[src/rtl/key_debounce.sv]
// key_debounce
//   Conditions a raw, asynchronous key/switch level for the master-slave
//   flip-flop chain. The key is synchronised with two flops. A stability
//   counter then filters contact bounce. The block produces a clean
//   registered level plus one-cycle press/release pulses.
//
// Parameters
//   STABLE_CNT : consecutive synchronised samples at the new level that are
//                needed before D changes (>= 1)
//   CNT_WIDTH  : counter width, 2**CNT_WIDTH > STABLE_CNT-1
//
// Ports
//   clk           in  : system clock, rising edge
//   rst           in  : synchronous active-high reset
//   key_in        in  : raw asynchronous key level (1 = pressed)
//   D             out : debounced registered level
//   press_pulse   out : one-cycle pulse on D 0->1
//   release_pulse out : one-cycle pulse on D 1->0
//   state_o       out : FSM state (00 LOW, 01 CHK_HIGH, 10 HIGH, 11 CHK_LOW)
module key_debounce #(
  parameter int STABLE_CNT = 1000000,
  parameter int CNT_WIDTH  = 20
) (
  input  logic       clk,
  input  logic       rst,
  input  logic       key_in,
  output logic       D,
  output logic       press_pulse,
  output logic       release_pulse,
  output logic [1:0] state_o
);

  typedef enum logic [1:0] {
    S_LOW      = 2'b00,
    S_CHK_HIGH = 2'b01,
    S_HIGH     = 2'b10,
    S_CHK_LOW  = 2'b11
  } state_e;

  localparam logic [CNT_WIDTH-1:0] CNT_MAX = CNT_WIDTH'(STABLE_CNT - 1);

  logic                 sync1_q, sync2_q;
  state_e               state_q, state_d;
  logic [CNT_WIDTH-1:0] cnt_q, cnt_d;
  logic                 d_q, d_d;
  logic                 press_q, press_d;
  logic                 release_q, release_d;

  always_comb begin
    state_d   = state_q;
    cnt_d     = cnt_q;
    d_d       = d_q;
    // pulses default low so they self-clear one edge after being set
    press_d   = 1'b0;
    release_d = 1'b0;
    case (state_q)
      S_LOW: begin
        if (sync2_q) begin
          state_d = S_CHK_HIGH;
          cnt_d   = '0;
        end
      end
      S_CHK_HIGH: begin
        if (!sync2_q) begin
          // bounce: back to the stable level, next excursion counts from 0
          state_d = S_LOW;
          cnt_d   = '0;
        end else if (cnt_q == CNT_MAX) begin
          state_d = S_HIGH;
          cnt_d   = '0;
          d_d     = 1'b1;
          press_d = 1'b1;
        end else begin
          cnt_d = cnt_q + CNT_WIDTH'(1);
        end
      end
      S_HIGH: begin
        if (!sync2_q) begin
          state_d = S_CHK_LOW;
          cnt_d   = '0;
        end
      end
      S_CHK_LOW: begin
        if (sync2_q) begin
          state_d = S_HIGH;
          cnt_d   = '0;
        end else if (cnt_q == CNT_MAX) begin
          state_d   = S_LOW;
          cnt_d     = '0;
          d_d       = 1'b0;
          release_d = 1'b1;
        end else begin
          cnt_d = cnt_q + CNT_WIDTH'(1);
        end
      end
      default: begin
        state_d = S_LOW;
        cnt_d   = '0;
        d_d     = 1'b0;
      end
    endcase
  end

  always_ff @(posedge clk) begin
    if (rst) begin
      sync1_q   <= 1'b0;
      sync2_q   <= 1'b0;
      state_q   <= S_LOW;
      cnt_q     <= '0;
      d_q       <= 1'b0;
      press_q   <= 1'b0;
      release_q <= 1'b0;
    end else begin
      sync1_q   <= key_in;
      sync2_q   <= sync1_q;
      state_q   <= state_d;
      cnt_q     <= cnt_d;
      d_q       <= d_d;
      press_q   <= press_d;
      release_q <= release_d;
    end
  end

  assign D             = d_q;
  assign press_pulse   = press_q;
  assign release_pulse = release_q;
  assign state_o       = state_q;

endmodule

[config.mk]
export PLATFORM = sky130hd
export DESIGN_NAME = key_debounce
export DESIGN_NICKNAME = d
export VERILOG_FILES = /design/src/rtl/key_debounce.sv
export SDC_FILE = /design/constraint.sdc
export NUM_CORES = 1
export LEC_CHECK = 0
export CORE_ASPECT_RATIO = 1.5
export CORE_UTILIZATION = 45
export DETAILED_ROUTE_END_ITERATION = 8
export PLACE_DENSITY = 0.7
export SKIP_CTS_REPAIR_TIMING = 1
export SLEW_MARGIN = 10
export SYNTH_ARGS = -nofsm -noshare
export SYNTH_HDL_FRONTEND = slang
export SYNTH_SLANG_ARGS = --single-unit
export TNS_END_PERCENT = 1
[constraint.sdc]
create_clock -name clk -period 3 [get_ports clk]
set_input_delay 0.9 -clock clk [delete_from_list [all_inputs] [get_ports clk]]
set_output_delay 0.9 -clock clk [all_outputs]
set_load 0.01 [all_outputs]
==> flow_metrics.py, run 1 <==
metrics = {
    "run_status": {
        "status": "finished, final reports clean",
    },
    "timing": {
        "fin_tns_setup_ps": 0,
        "skew_ps": 4.36,
        "fin_crit_sh_pct": 73.0,
        "drv_slew": 0,
        "setup_viol": 0,
        "hold_viol": 0,
        "maxSlewHeadroom_pct": 44.9,
        "worst_pin_slew_ps": 819,
        "period_needed_ps": 2190,
        "final.setup.worst_slack_ps": 809,
        "fmax_mhz": 456,
        "rsz0062_at_grt": "no",
    },
    "floorplanning": {
        "die_height_um": 68.9,
        "die_area_um2": 3210,
        "ioPinCount": 8,
        "rows": 23,
        "die_w_um": 46.6,
        "core_area_um2": 2760,
        "start_util_pct": 48.6,
    },
    "route": {
        "drt_pass1_iterations": 4,
        "post_drt_via_cell_ratio": 6.05,
        "ant_nets": 0,
        "drt_iter0_drc": 36,
        "num_vias": 1234,
        "wire_per_inst_um": 13.9,
        "drc": 0,
        "routed_wl_um": 2840,
    },
    "power": {
        "power_leakage_nw": 0.472,
        "p_per_area_nw_per_um2": 409,
        "ir_drop_mv": 0.328,
    },
    "worst_setup_path": {
        "cp.buffers_inverters": 1,
        "path_max_fanout": 7,
        "required_ps": 2100,
        "reg2reg_from": "cnt_q[10]",
        "rr_worst_depth": 6,
        "crit_path_start_kind": "flop",
        "reg2reg_slack_ps": 820,
        "arrival_ps": 1290,
        "endpoint_kind": "output pin",
        "cp_top_family": "buffers and inverters",
        "timing.rr.end": "cnt_q[5]",
        "cp_slowest_cell": "clkdlybuf4s50_1",
        "path_class": "flop to output pin",
        "worst_path_largest_cell_delay_ps": 580,
        "worstPathCellList": "clkdlybuf4s50_1",
    },
    "yosys": {
        "ys_warn_count": 0,
        "synth_fp_nets": 162,
        "synth.cell_area_um2": 1340,
        "yosysSeqAreaShare_pct": 40.2,
        "ys.flop_type": "dfxtp_1",
        "synthArstFlopShare_pct": 0,
        "synth.distinct_cells": 43,
        "ys_seq_elements": 27,
        "synth_edf_count": 0,
        "avgSynthCellArea_um2": 8.50,
        "synth_cells": 158,
    },
    "grt": {
        "grt_antenna_before_repair": 0,
        "grt_pass1_vias": 1075,
        "grt_pass1_wl_um": 4690,
        "grt_max_degree": 17,
        "grt_use_total_pct": 20.5,
        "gr-total-overflow": 0,
    },
    "layout": {
        "syn_to_final_growth_pct": 10.6,
        "n_fill_cell": 276,
        "nets": 172,
        "n_antenna_cell": 0,
        "drive_gt1_share_pct": 7.19,
    },
    "hold_path": {
        "worstHoldStart": "sync1_q",
        "min_to": "sync2_q",
        "hold_path.class": "flop to flop",
        "min_path_cells": 1,
    },
    "cts": {
        "cts_sinks": 27,
        "clk_pin_slew_ps": 90,
        "clk_latency_ps": 280,
        "ctsRootBufferMaster": "clkbuf_8",
        "cts_made_buffers": 3,
        "clockBufferDepth": 2,
        "htreeDepth": 1,
        "cts_tree": "yes",
    },
    "placed_design": {
        "gp_congestion": 0.784,
        "pre_cts_ws_ps": 628,
        "dpl.hpwl_um": 2070,
        "io_buffers": 7,
    },
    "job": {
        "cap_viol_max_count": 0,
    },
}
## power breakdown
group,switching (mW),internal [mW]
combinational,0.0196,0.0158
clock,0.113,0.0932
sequential,0.00372,0.362
## sequential cells by signal, indices dropped and copies added, names as in the netlist, named ones only
signal         cells
cnt_q             20
state_o            1
sync2_q            1
release_pulse      1
D                  1
sync1_q            1
press_pulse        1
## layout by cell type, fill, tap and decap left out, drive strengths merged, types with 2 or more instances in the layout
master and instances:
dfxtp 27, nand2 20, a21oi 13, nand3 12, a31oi 11, nor2 9
clkdlybuf4s50 7, nand2b 5, nor3 5, mux2i 5, nor4 5, nand4 4
o21ai 4, nor2b 4, buf 4, clkbuf 3, nand3b 2, inv 2
and3 2, a41oi 2, or4 2
## worst max-delay path by stage
stage,endpoint,slack [ps],from,cells past startpoint
2_1_floorplan,cnt_q[18],1080,cnt_q[10],7
3_3_place_gp,cnt_q[12],680,rst,4
3_5_place_dp,cnt_q[17],630,rst,4
4_1_cts,state_o[0],800,state_o[0],1
5_1_grt,cnt_q[5],680,cnt_q[1],7
6_report,state_o[0],810,state_o[0],1
## final cells by class
type                            count  area (um^2)  share of cell area, %
Clock inverter                      1         5.00                  0.337
Tap cell                           37         46.3                   3.11
Clock buffer                        3         41.3                   2.78
Multi-Input combinational cell    123          746                   50.2
Inverter                            2         7.51                  0.505
Sequential cell                    27          541                   36.4
Timing Repair Buffer               11          100                   6.73
## metal layers
metal	GRT usage, %	vias up	share of wire (%)
met1	23.7	588	42
met3	2.60	9	3.2
met2	34.2	27	51
met5	0	-	0
met4	13.2	0	3.4
li1	-	610	-
## kinds of logic (layout without fill, tap and decap cells)
group,count (synthesis),after routing,synth area share [%]
compound gates,37,37,17.5
xor+xnor,2,2,1.30
fa+ha+maj,1,1,0.931
buf+inv,8,17,4.28
flops,27,27,40.2
mux,5,5,3.72
simple gates,78,78,32.0
## stage by stage
| stage | util [%] | std cells | power [mW] | hold WS (ps) | instance area [um^2] |
|---|---|---|---|---|---|
| 5_1_grt | 53.8 | 204 | 0.630 | 484 | 1490 |
| 6_report | 53.8 | 204 | 0.607 | 461 | 1490 |
| 3_5_place_dp | 52.1 | 200 | 0.409 | 438 | 1440 |
| 2_1_floorplan | - | 158 | 0.394 | 414 | 1340 |
| 3_3_place_gp | 52.1 | 200 | 0.408 | 439 | 1440 |
| 4_1_cts | 53.8 | 204 | 0.613 | 464 | 1490 |
## synth_stat cells, types with 2 or more instances
library cell	instances	area share [%]
o21ai_0	4	1.5
nand2_1	20	5.6
nor2_1	9	2.5
inv_1	2	0.56
nand3_1	12	4.5
a41oi_1	2	1.3
a31oi_1	11	5.1
mux2i_1	5	3.7
dfxtp_1	27	40
a21oi_1	13	4.8
nand2b_1	5	2.3
nor4_1	4	1.9
and3_1	2	0.93
nand4_1	4	1.9
nand3b_1	2	1.1
nor3_1	5	1.9
nor2b_1	4	1.9
buf_6	2	1.7
(Power assumes the default switching activity.)
==> run 2, diff against run 1 <==
clock period = 2.2 ns   (was 3 ns; I/O delays follow)
==> flow_metrics.py, run 2 (synthesis results as in run 1) <==
metrics = {
    "worst_setup_path": {
        "arrival_ps": 2270,
        "crit_path_start_kind": "flop",
        "timing.rr.end": "cnt_q[5]",
        "reg2reg_from": "cnt_q[1]",
        "path_max_fanout": 20,
        "endpoint_kind": "flop",
        "reg2reg_slack_ps": 100,
        "rr_worst_depth": 7,
        "path_class": "flop to flop",
        "required_ps": 2380,
    },
    "cts": {
        "clk_pin_slew_ps": 100,
        "htreeDepth": 1,
        "cts_sinks": 27,
        "ctsRootBufferMaster": "clkbuf_8",
        "clockBufferDepth": 2,
        "cts_made_buffers": 3,
        "cts_tree": "yes",
        "clk_latency_ps": 280,
    },
    "route": {
        "post_drt_via_cell_ratio": 5.95,
        "num_vias": 1280,
        "ant_nets": 0,
        "drt_pass1_iterations": 4,
        "drc": 0,
        "routed_wl_um": 3080,
        "wire_per_inst_um": 14.3,
        "drt_iter0_drc": 50,
    },
    "placed_design": {
        "io_buffers": 7,
        "dpl.hpwl_um": 2280,
        "gp_congestion": 0.834,
    },
    "timing": {
        "hold_ws_ps": 461,
        "hold_viol": 0,
        "skew_ps": 7.26,
        "setup_viol": 0,
        "maxSlewHeadroom_pct": 71.4,
        "period_needed_ps": 2100,
        "worst_pin_slew_ps": 429,
        "drv_slew": 0,
        "fmax_mhz": 477,
        "fin_tns_setup_ps": 0,
        "rsz0062_at_grt": "no",
        "fin_crit_sh_pct": 95.3,
    },
    "grt": {
        "grt_pass1_vias": 1172,
        "grt_pass1_wl_um": 4950,
        "grt_use_total_pct": 21.4,
        "grt_antenna_before_repair": 0,
        "gr-total-overflow": 0,
        "grt_max_degree": 21,
    },
    "hold_path": {
        "min_path_cells": 1,
        "min_to": "sync2_q",
        "hold_path.class": "flop to flop",
        "worstHoldStart": "sync1_q",
    },
    "job": {
        "cap_viol_max_count": 0,
    },
    "power": {
        "power.total_mw": 0.838,
        "power_leakage_nw": 0.523,
        "p_per_area_nw_per_um2": 532,
        "ir_drop_mv": 0.532,
    },
    "layout": {
        "drive_gt1_share_pct": 14.0,
        "nets": 183,
        "most-common-layout-cells": "26 x dfxtp_1, 20 x nand2_1, 15 x buf_4",
        "syn_to_final_growth_pct": 17.2,
        "mostFrequentLayoutCell": "dfxtp_1",
        "n_antenna_cell": 0,
        "regMostFlops": "cnt_q",
        "n_fill_cell": 258,
        "largest_reg_flops": 20,
    },
    "floorplanning": {
        "rows": 23,
        "start_util_pct": 48.6,
        "ioPinCount": 8,
        "die_w_um": 46.6,
        "die_area_um2": 3210,
        "die_height_um": 68.9,
        "core_area_um2": 2760,
    },
    "run_status": {
        "status": "finished, final reports clean",
    },
}
-- run 2: per-stage QoR --
step,utilization (%),setup slack [ps],cell area (um^2),cells
floorplan,-,276,1340,158
global placement,54.6,130,1510,209
detailed placement,54.6,42.2,1510,209
CTS,56.3,113,1560,213
global route,57.0,37.4,1580,215
finish,57.0,104,1580,215
-- run 2: how the worst max path moves through the flow --
stage	cells after the start	slack, ps	from	end
floorplan	7	280	cnt_q[10]	cnt_q[18]
global placement	4	130	rst	cnt_q[9]
detailed placement	5	40	rst	cnt_q[17]
CTS	6	110	cnt_q[10]	cnt_q[5]
global route	7	40	cnt_q[1]	cnt_q[5]
finish	7	100	cnt_q[1]	cnt_q[5]
-- run 2: routing by layer --
layer	part of all wire [%]	track usage (%)	routed length [um]	vias up
met1	42	24.5	1280	593
met3	5.6	3.91	171	6
met4	1.8	8.21	55	0
met2	51	38.0	1570	55
li1	-	-	-	626
met5	0	0	0	-
-- run 2: layout make-up --
| class | instances | area (um^2) | area share [%] |
|---|---|---|---|
| Multi-Input combinational cell | 123 | 748 | 47.5 |
| Sequential cell | 27 | 542 | 34.4 |
| Timing Repair Buffer | 22 | 183 | 11.6 |
| Tap cell | 37 | 46.3 | 2.94 |
| Clock buffer | 3 | 41.3 | 2.62 |
| Clock inverter | 1 | 7.51 | 0.477 |
| Inverter | 2 | 7.51 | 0.477 |
-- run 2: worst max-delay path: stages, from the launching register on --
cell	delay, ps
dfxtp_2	390
ha_2	230
nand3_1	180
nor4_4	380
a211oi_2	150
buf_4	230
and3_1	180
a221o_1	240
-- run 2: report_power, final --
part           switching (mW)  internal, mW
Clock                   0.162         0.129
Combinational          0.0275        0.0218
Sequential            0.00463         0.494
==> run 3, diff against run 2 <==
==> constraint.sdc (replaced) <==
create_clock -name clk -period 2.54 [get_ports clk]
set_input_delay 0.508 -clock clk [delete_from_list [all_inputs] [get_ports clk]]
set_output_delay 0.508 -clock clk [all_outputs]
set_load 0.01 [all_outputs]
==> flow_metrics.py, run 3 (synthesis results as in run 1) <==
metrics = {
    "timing": {
        "worst_pin_slew_ps": 418,
        "drv_slew": 0,
        "setup_viol": 0,
        "rsz0062_at_grt": "no",
        "fin_crit_sh_pct": 85.5,
        "maxSlewHeadroom_pct": 72.1,
        "skew_ps": 2.57,
        "fmax_mhz": 461,
        "hold_viol": 0,
        "period_needed_ps": 2170,
        "fin_tns_setup_ps": 0,
    },
    "worst_setup_path": {
        "arrival_ps": 2330,
        "required_ps": 2700,
        "path_class": "flop to flop",
        "path_max_fanout": 31,
        "crit_path_start": "cnt_q[10]",
        "cp_slowest_cell": "or4_4",
        "timing.rr.end": "cnt_q[5]",
        "worstSetupEndpoint": "cnt_q[5]",
        "rr_worst_depth": 6,
        "crit_cells": 6,
        "reg2reg_slack_ps": 370,
        "crit_path_start_kind": "flop",
        "cp_top_family": "simple AND/OR/NAND/NOR gates",
        "endpoint_kind": "flop",
        "reg2reg_from": "cnt_q[10]",
        "worstPathCellList": "or4_4 -> nor4_4 -> a211oi_2 -> buf_4 -> and3_1 -> a221o_1",
        "cp.buffers_inverters": 1,
        "worst_path_largest_cell_delay_ps": 560,
    },
    "power": {
        "p_sw_mw": 0.157,
        "ir_drop_mv": 0.394,
        "swShare_pct": 22.0,
        "seqPwrFrac_pct": 60.4,
        "p_int_mw": 0.557,
        "clkPwrFrac_pct": 33.4,
        "p_per_area_nw_per_um2": 478,
        "power_leakage_nw": 0.476,
        "p_comb_share_pct": 6.2,
    },
    "run_status": {
        "status": "finished, final reports clean",
    },
    "route": {
        "drc": 0,
        "drt_iter0_drc": 30,
        "num_vias": 1203,
        "ant_nets": 0,
        "wire_per_inst_um": 14.1,
        "drt_pass1_iterations": 4,
        "routed_wl_um": 2900,
        "post_drt_via_cell_ratio": 5.87,
    },
    "placed_design": {
        "placed_cells": 201,
        "gp_congestion": 0.830,
        "io_buffers": 7,
        "dpl.hpwl_um": 2100,
    },
    "layout": {
        "n_antenna_cell": 0,
        "most-common-layout-cells": "27 x dfxtp_1, 20 x nand2_1, 13 x a21oi_1",
        "seqCellArea_um2": 541,
        "multi_input_area_um2": 746,
        "regMostFlops": "cnt_q",
        "drive_gt1_share_pct": 7.74,
        "n_fill_cell": 280,
        "syn_to_final_growth_pct": 11.2,
        "nets": 173,
        "largest_reg_flops": 20,
        "mostFrequentLayoutCell": "dfxtp_1",
        "finalNonFillerCells": 205,
    },
    "cts": {
        "htreeDepth": 1,
        "cts_tree": "yes",
        "ctsRootBufferMaster": "clkbuf_8",
        "clk_latency_ps": 270,
        "cts_sinks": 27,
        "cts_made_buffers": 3,
        "clk_pin_slew_ps": 90,
        "clockBufferDepth": 2,
    },
    "job": {
        "cap_viol_max_count": 0,
    },
    "hold_path": {
        "hold_path.class": "flop to flop",
        "worstHoldStart": "sync1_q",
    },
    "grt": {
        "grt_antenna_before_repair": 0,
        "grt_pass1_vias": 1181,
        "grt_max_degree": 32,
        "grt_use_total_pct": 21.0,
        "grt_pass1_wl_um": 4960,
        "gr-total-overflow": 0,
    },
    "floorplanning": {
        "die_area_um2": 3210,
        "die_w_um": 46.6,
        "rows": 23,
        "core_area_um2": 2760,
        "start_util_pct": 48.6,
        "die_height_um": 68.9,
        "ioPinCount": 8,
    },
}
run 3: cell count changes in the layout (fill, tap and decap cells not counted), sizes merged:
cell | before | now
buf | 15 | 5
clkinv | 0 | 1
clkinvlp | 1 | 0
run 3: layout make-up:
| class | count | share of cell area (%) |
|---|---|---|
| inverters | 2 | 0.503 |
| multi-input cells | 123 | 49.9 |
| clock buffers | 3 | 2.76 |
| clock inverters | 1 | 0.335 |
| flip-flops and latches | 27 | 36.2 |
| well taps | 37 | 3.10 |
| repair buffers | 12 | 7.20 |
run 3: through the flow:
stage | power (mW) | area, um^2 | setup WS, ps | hold WS [ps] | util (%)
final | 0.714 | 1490 | 369 | 460 | 54.1
after global routing | 0.738 | 1490 | 197 | 484 | 54.1
after CTS | 0.719 | 1490 | 366 | 464 | 54.1
after detailed placement | 0.485 | 1450 | 379 | 437 | 52.4
after global placement | 0.484 | 1450 | 453 | 434 | 52.4
after floorplan | 0.465 | 1340 | 616 | 414 | -
run 3: power groups by stage:
stage | clock network (mW) | registers (mW) | logic [mW]
6_report | 0.239 | 0.432 | 0.0440
2_1_floorplan | 0 | 0.442 | 0.0229
4_1_cts | 0.243 | 0.432 | 0.0440
3_5_place_dp | 0 | 0.442 | 0.0438
3_3_place_gp | 0 | 0.442 | 0.0429
5_1_grt | 0.257 | 0.433 | 0.0483
run 3: worst min path at each step:
stage / end / slack (ps) / cells past startpoint
floorplan: sync2_q / 410 / 1
global placement: sync2_q / 430 / 1
detailed placement: sync2_q / 440 / 1
CTS: sync2_q / 460 / 1
global route: sync2_q / 480 / 1
finish: sync2_q / 460 / 1
run 3: routing by layer:
metal	share of wire, %	up-vias	global-route usage, %
li1	-	605	-
met1	44	554	25.3
met2	49	36	35.4
met3	4.1	8	2.60
met4	2.6	0	10.4
met5	0	-	0
